==> config.mk <==
export PLATFORM = sky130hd
export DESIGN_NAME = l1_mem_port_arbiter
export DESIGN_NICKNAME = d
export VERILOG_FILES = /design/src/rtl/l1_mem_port_arbiter.sv
export SDC_FILE = /design/constraint.sdc
export NUM_CORES = 1
export LEC_CHECK = 0
export ABC_AREA = 1
export ABC_CLOCK_PERIOD_IN_PS = 1400
export BUFFER_PORTS_ARGS = -buffer_cell sky130_fd_sc_hd__buf_4
export CAP_MARGIN = 0
export CORE_AREA = 2 2 126 128
export DETAILED_ROUTE_END_ITERATION = 8
export DIE_AREA = 0 0 128 130
export GPL_TIMING_DRIVEN = 1
export PLACE_DENSITY = 0.66
export RECOVER_POWER = 50
export SLEW_MARGIN = 10
export SYNTH_ARGS = -nofsm -noshare
export SYNTH_HDL_FRONTEND = slang
export SYNTH_SLANG_ARGS = --single-unit
==> constraint.sdc <==
create_clock -name clk -period 1.4 [get_ports clk]
set_clock_uncertainty 0.05 [all_clocks]
set_input_delay 0.14 -clock clk [delete_from_list [all_inputs] [get_ports clk]]
set_output_delay 0.14 -clock clk [all_outputs]
set_load 0.02 [all_outputs]
==> src/rtl/l1_mem_port_arbiter.sv <==
// Two-client arbiter for a single memory port: one outstanding transaction, response routed to the owner.
// Optional statistics counters are compiled in when MEM_ARB_STATS_EN is defined.
module l1_mem_port_arbiter #(
  parameter int ADDR_W     = 32,
  parameter int DATA_W     = 32,
  parameter int FIXED_PRIO = 0
) (
  input  logic              clk,
  input  logic              rst_n,
  input  logic              c0_req_valid,
  input  logic              c0_req_we,
  input  logic [ADDR_W-1:0] c0_req_addr,
  input  logic [DATA_W-1:0] c0_req_wdata,
  output logic              c0_resp_valid,
  output logic [DATA_W-1:0] c0_resp_rdata,
  input  logic              c1_req_valid,
  input  logic              c1_req_we,
  input  logic [ADDR_W-1:0] c1_req_addr,
  input  logic [DATA_W-1:0] c1_req_wdata,
  output logic              c1_resp_valid,
  output logic [DATA_W-1:0] c1_resp_rdata,
  output logic              mem_req_valid,
  output logic              mem_req_we,
  output logic [ADDR_W-1:0] mem_req_addr,
  output logic [DATA_W-1:0] mem_req_wdata,
  input  logic              mem_resp_valid,
  input  logic [DATA_W-1:0] mem_resp_rdata,
  output logic              busy,
  output logic              owner
`ifdef MEM_ARB_STATS_EN
  ,
  output logic [31:0]       c0_grants,
  output logic [31:0]       c1_grants,
  output logic [31:0]       contention_cycles
`endif
);

  // Handshake: a client holds req_valid with stable fields until its one-cycle
  // resp_valid; memory sees mem_req_valid held until a one-cycle mem_resp_valid.
  typedef enum logic [1:0] {ST_IDLE, ST_BUSY, ST_RESP} state_t;

  state_t              state_q, state_d;
  logic                we_q, we_d;
  logic [ADDR_W-1:0]   addr_q, addr_d;
  logic [DATA_W-1:0]   wdata_q, wdata_d;
  logic [DATA_W-1:0]   rdata_q, rdata_d;
  logic                owner_q, owner_d;
  logic                last_owner_q, last_owner_d;
  logic                mem_req_valid_q, mem_req_valid_d;
  logic                c0_resp_valid_q, c0_resp_valid_d;
  logic                c1_resp_valid_q, c1_resp_valid_d;
  logic                winner;

  always_comb begin
    winner = 1'b0;
    if (c0_req_valid && c1_req_valid) begin
      winner = (FIXED_PRIO != 0) ? 1'b0 : ~last_owner_q;
    end else begin
      winner = c1_req_valid;
    end
  end

  always_comb begin
    state_d         = state_q;
    we_d            = we_q;
    addr_d          = addr_q;
    wdata_d         = wdata_q;
    rdata_d         = rdata_q;
    owner_d         = owner_q;
    last_owner_d    = last_owner_q;
    mem_req_valid_d = 1'b0;
    c0_resp_valid_d = 1'b0;
    c1_resp_valid_d = 1'b0;
    case (state_q)
      ST_IDLE: begin
        if (c0_req_valid || c1_req_valid) begin
          state_d         = ST_BUSY;
          owner_d         = winner;
          last_owner_d    = winner;
          we_d            = winner ? c1_req_we    : c0_req_we;
          addr_d          = winner ? c1_req_addr  : c0_req_addr;
          wdata_d         = winner ? c1_req_wdata : c0_req_wdata;
          mem_req_valid_d = 1'b1;
        end
      end
      ST_BUSY: begin
        if (mem_resp_valid) begin
          state_d         = ST_RESP;
          rdata_d         = mem_resp_rdata;
          c0_resp_valid_d = ~owner_q;
          c1_resp_valid_d = owner_q;
        end else begin
          mem_req_valid_d = 1'b1;
        end
      end
      ST_RESP: state_d = ST_IDLE;
      default: state_d = ST_IDLE;
    endcase
  end

  always_ff @(posedge clk or negedge rst_n) begin
    if (!rst_n) begin
      state_q         <= ST_IDLE;
      we_q            <= 1'b0;
      addr_q          <= '0;
      wdata_q         <= '0;
      rdata_q         <= '0;
      owner_q         <= 1'b0;
      last_owner_q    <= 1'b1;
      mem_req_valid_q <= 1'b0;
      c0_resp_valid_q <= 1'b0;
      c1_resp_valid_q <= 1'b0;
    end else begin
      state_q         <= state_d;
      we_q            <= we_d;
      addr_q          <= addr_d;
      wdata_q         <= wdata_d;
      rdata_q         <= rdata_d;
      owner_q         <= owner_d;
      last_owner_q    <= last_owner_d;
      mem_req_valid_q <= mem_req_valid_d;
      c0_resp_valid_q <= c0_resp_valid_d;
      c1_resp_valid_q <= c1_resp_valid_d;
    end
  end

  assign mem_req_valid = mem_req_valid_q;
  assign mem_req_we    = we_q;
  assign mem_req_addr  = addr_q;
  assign mem_req_wdata = wdata_q;
  assign c0_resp_valid = c0_resp_valid_q;
  assign c1_resp_valid = c1_resp_valid_q;
  assign c0_resp_rdata = rdata_q;
  assign c1_resp_rdata = rdata_q;
  assign busy          = (state_q != ST_IDLE);
  assign owner         = owner_q;

`ifdef MEM_ARB_STATS_EN
  logic [31:0] c0_grants_q, c0_grants_d;
  logic [31:0] c1_grants_q, c1_grants_d;
  logic [31:0] contention_q, contention_d;
  logic        unserved;

  // At most one client can be waiting in any cycle, so contention steps by one.
  always_comb begin
    unserved = 1'b0;
    if (state_q == ST_IDLE) begin
      unserved = c0_req_valid && c1_req_valid;
    end else begin
      unserved = owner_q ? c0_req_valid : c1_req_valid;
    end
    c0_grants_d  = c0_grants_q;
    c1_grants_d  = c1_grants_q;
    contention_d = contention_q + {31'd0, unserved};
    if ((state_q == ST_IDLE) && (c0_req_valid || c1_req_valid)) begin
      if (winner) c1_grants_d = c1_grants_q + 32'd1;
      else        c0_grants_d = c0_grants_q + 32'd1;
    end
  end

  always_ff @(posedge clk or negedge rst_n) begin
    if (!rst_n) begin
      c0_grants_q  <= '0;
      c1_grants_q  <= '0;
      contention_q <= '0;
    end else begin
      c0_grants_q  <= c0_grants_d;
      c1_grants_q  <= c1_grants_d;
      contention_q <= contention_d;
    end
  end

  assign c0_grants         = c0_grants_q;
  assign c1_grants         = c1_grants_q;
  assign contention_cycles = contention_q;
`endif

endmodule

; ---- Yosys cells after proc, flatten, opt, wreduce, memory -nomap -nowiden
; Index checks and enable logic that the tools add are counted.
; W data, S select, Z words.
[word_totals]
elab_cells = 36
out_inout_bits = 134
in_bits = 167
reg_bits = 104
[op_classes]
n_mux = 14
reduce_logical = 7
bitwise = 2
n_eq_ne = 3
[ops]
columns = op, count
row1 = $mux W32, 2
row2 = $mux W1, 8
row3 = $reduce_and A2 Y1, 3
row4 = $mux W2, 2
row5 = $ne A2 B2 Y1 const B, 2
row6 = $pmux W2 S2, 1
row7 = $eq A2 B1 Y1 const B, 1
row8 = $logic_not A2 Y1, 1
row9 = $not A1 Y1, 2
row10 = $pmux W1 S2, 1
row11 = $reduce_bool A2 Y1, 1
row12 = $logic_and A1 B1 Y1, 1
row13 = $logic_or A1 B1 Y1, 1

; ---- Logic depth before layout (Yosys ltp)
[logic_depth]
depth_word = 3
ltp_mapped = 8
depth_no_buf = 6

; ---- Worst setup path after synthesis
; Ideal clock, no wire load.
[synth_timing]
path_type = flip-flop to flip-flop
startpoint = register state_q[1]
endpoint = register addr_q[0], in the netlist mem_req_addr[0]
path_buffers = 2
t_arrival_ps = 1252
slack_ps = -20
period_less_slack_ps = 1420
stages_incl_launch_ff = 9
required_ps = 1232
cell_sequence = dfrtp_1 inv_1 nand2_1 nor2_2 inv_2 buf_4 buf_4 nand2_1 nand2_1
[synth_via]
elab_chain_len = 2
[synth_rtl]
columns = item, line_no
row1 = start: declaration, 42  ; state_t state_q, state_d;
row2 = start signal: assignment, 114  ; state_q <= state_d;
row3 = $logic_not A2 Y1, 74  ; case (state_q)
row4 = $reduce_and A2 Y1 (no line), n/a
row5 = end signal: assignment, 116  ; addr_q <= addr_d;
row6 = end: declaration, 44  ; logic [ADDR_W-1:0] addr_q, addr_d;
; Every way passes these cells.
; A chain may end at the register's enable or synchronous reset.

; ---- Worst setup path after layout
[layout_timing]
startpoint = register last_owner_q
endpoint = register wdata_q[18], in the netlist mem_req_wdata[18]
[layout_via]
elab_chain_len = 3
[layout_rtl]
columns = item, line_no
row1 = start: declaration, 48  ; logic last_owner_q, last_owner_d;
row2 = start signal: assignment, 120  ; last_owner_q <= last_owner_d;
row3 = $not A1 Y1, 57  ; winner = (FIXED_PRIO != 0) ? 1'b0 : ~last_owner_q;
row4 = $mux W1, 56  ; if (c0_req_valid && c1_req_valid) begin
row5 = $mux W32, 82  ; wdata_d = winner ? c1_req_wdata : c0_req_wdata;
row6 = end signal: assignment, 117  ; wdata_q <= wdata_d;
row7 = end: declaration, 45  ; logic [DATA_W-1:0] wdata_q, wdata_d;
; Every way passes these cells.

==> impl_metrics.env <==
export IMPL_cts_sinks=104
export IMPL_drc=0
export IMPL_grt_max_degree=56
export IMPL_nets=1209
export IMPL_antenna_left=0
export IMPL_r2r_start="last_owner_q$_DFFE_PN1P_"
export IMPL_clk_pin_slew_worst_paths_ps=70
export IMPL_worst_ep_arrival_time_ps=1500
export IMPL_tightest_slew_ps=726
export IMPL_cts_inserted_buffers=9
export IMPL_crit_path_start_kind="flop"
export IMPL_dp_hpwl_um=12000
export IMPL_yosys_warnings=0
export IMPL_hold_path_end="mem_req_addr[22]$_DFFE_PN0P_"
export IMPL_nFillCells=1581
export IMPL_drt_first_pass_iters=5
export IMPL_grt_pass1_vias=5323
export IMPL_min_period_over_period_pct=94.3
export IMPL_critical_path_class="flop to flop"
export IMPL_synth_area_leaders="dfrtp_1, nand2_1, nand3_1"
export IMPL_reg2reg_to="mem_req_wdata[18]$_DFFE_PN0P_"
export IMPL_fp_dieArea_um2=16600
export IMPL_required_ps=1580
export IMPL_clk_insertion_delay_late_ps=340
export IMPL_synthesis_area_um2=5360
export IMPL_io_buffer_count=300
export IMPL_final_common_cell="nand2_1"
export IMPL_yosysUniqueCellTypes=13
export IMPL_wl_per_cell_um=13.6
export IMPL_drt_initial_drc_count=242
export IMPL_synth_seq_area_share_pct=48.6
export IMPL_wl_um=16900
export IMPL_finalCriticalPeriod_ps=1320
export IMPL_vias=5539
export IMPL_overflow=0
export IMPL_num_antenna_cells=0
export IMPL_min_delay_path_class="input pin to flop"
export IMPL_fmax_ghz=0.757
export IMPL_tritoncts="built"
export IMPL_layout_common_cells="nand2_1, buf_4, inv_1, nand3_1, dfrtp_1"
export IMPL_ys_seq_elements=104
export IMPL_syn_instance_count=748
export IMPL_rows=46
export IMPL_r2r_slack_ps=80
export IMPL_drive_above_1_share_pct=26.8
export IMPL_gr_usage_all_layers_pct=20.2
export IMPL_die_w_um=128
export IMPL_grt_first_pass_wirelength_um=26500
export IMPL_cts_setup_buffers=0
export IMPL_pin_count=301
export IMPL_fin_setup_tns_ps=0
export IMPL_htreeDepth=3
export IMPL_core_area_um2=15400
export IMPL_rsz0062_at_grt="yes"
export IMPL_synth_top_cell_area_share_pct=48.1
export IMPL_setup_viol=0
export IMPL_cts_root_buffer="clkbuf_16"
export IMPL_yosys_area_top_type="dfrtp_1"
export IMPL_cellLeakagePower_nw=4.80
export IMPL_start_util_pct=34.8
export IMPL_max_vdd_ir_drop_v=0.000849
export IMPL_die_h_um=130
export IMPL_hold_viol_final=0
export IMPL_status="finished, final reports clean"
export IMPL_clockBufferDepth=2
export IMPL_reg2reg_depth=6
export IMPL_path_max_fanout=21
export IMPL_cap_viol_max_count=0
export IMPL_avgSynthCellArea_um2=7.17
export IMPL_syn_nets=915
export IMPL_worstHoldStart="c0_req_addr[22]"
export IMPL_dp_slack_ps=20.1
export IMPL_antenna_found_initial=0
export IMPL_via_per_inst=4.47
export IMPL_maxSlewHeadroom_pct=51.6
export IMPL_timing_final_ws_setup_ps=79.8
export IMPL_area_growth_pct=51.9
export IMPL_min_path_cells=5
export IMPL_crit_path_end_kind="flop"
export IMPL_drv_slew=0
export IMPL_gp_congestion=0.809
export IMPL_powerDensity_nw_per_um2=2110
-- flip-flops by register name (all words and copies together) (netlist names) --
register	count
mem_req_addr	32
last_owner_q	1
c1_resp_valid	1
mem_req_we	1
state_q	2
c0_resp_rdata	32
mem_req_wdata	32
mem_req_valid	1
c0_resp_valid	1
owner	1
-- routing by layer --
layer,up-vias,GRT usage (%),part of all wire (%)
met1,2497,25.2,42
li1,2774,-,-
met4,0,7.89,2.3
met3,29,5.17,7.8
met5,-,0,0
met2,239,33.8,48
-- cell families after synthesis --
| kind of cell | synth area share [%] |
|---|---|
| compound gates | 0.373 |
| simple gates | 33.3 |
| flops | 48.6 |
| buf+inv | 17.7 |
-- synthesized netlist by cell type --
library cell    n
nand3_1       131
inv_1         134
nand2_1       297
o21ai_0         1
dfrtp_1       103
inv_2           2
nor2_2          1
buf_4          39
buf_2          16
dfstp_2         1
clkbuf_1       18
nor2_1          3
o31ai_1         2
-- per-stage QoR --
stage,hold WS [ps],cells,area (um^2),utilization (%),total power [mW]
floorplan,-206,748,5370,-,11.0
global placement,38.1,1189,7690,49.9,14.9
detailed placement,37.3,1189,7690,49.9,15.0
CTS,22.2,1239,8380,54.3,18.0
global route,43.9,1239,8150,52.8,18.4
finish,34.4,1239,8150,52.8,17.2
-- where the power goes --
group	total, mW	switching, mW	internal (mW)
Combinational	8.80	5.59	3.21
Sequential	5.45	0.956	4.49
Clock	2.92	1.13	1.80
Total	17.2	7.67	9.51
-- critical path: stages (launching register included) --
cell and delay [ps]:
dfstp_2 540, nand2_2 80, nand2_4 120, buf_12 160, nand2_1 90, nand3_1 90, nand2_1 60
-- repair_timing --
item / 4_1_cts / 5_1_grt
hold endpoints to repair: 57 / 0
resized for setup: 0 / 6
endpoints found under the setup margin: 0 / 47
hold buffers: 34 / 0
-- area by class of cell --
| cell class | instances | area (um^2) | area share [%] |
|---|---|---|---|
| well taps | 192 | 240 | 2.95 |
| flip-flops and latches | 104 | 2600 | 32.0 |
| multi-input cells | 435 | 1830 | 22.4 |
| inverters | 136 | 510 | 6.27 |
| repair buffers | 356 | 2620 | 32.2 |
| clock inverters | 5 | 104 | 1.27 |
| clock buffers | 11 | 243 | 2.98 |
-- how the worst max path moves through the flow --
stage,startpoint,to,slack [ps],cells after the start
2_1_floorplan,state_q[1]$_DFFE_PN0P_,mem_req_addr[0]$_DFFE_PN0P_,20,8
6_report,last_owner_q$_DFFE_PN1P_,mem_req_wdata[18]$_DFFE_PN0P_,80,6
4_1_cts,state_q[1]$_DFFE_PN0P_,mem_req_addr[25]$_DFFE_PN0P_,10,6
3_3_place_gp,last_owner_q$_DFFE_PN1P_,mem_req_addr[11]$_DFFE_PN0P_,80,6
3_5_place_dp,state_q[1]$_DFFE_PN0P_,mem_req_addr[25]$_DFFE_PN0P_,20,6
5_1_grt,last_owner_q$_DFFE_PN1P_,mem_req_addr[31]$_DFFE_PN0P_,-7,6
No activity file was read; power rests on OpenSTA's default activity.
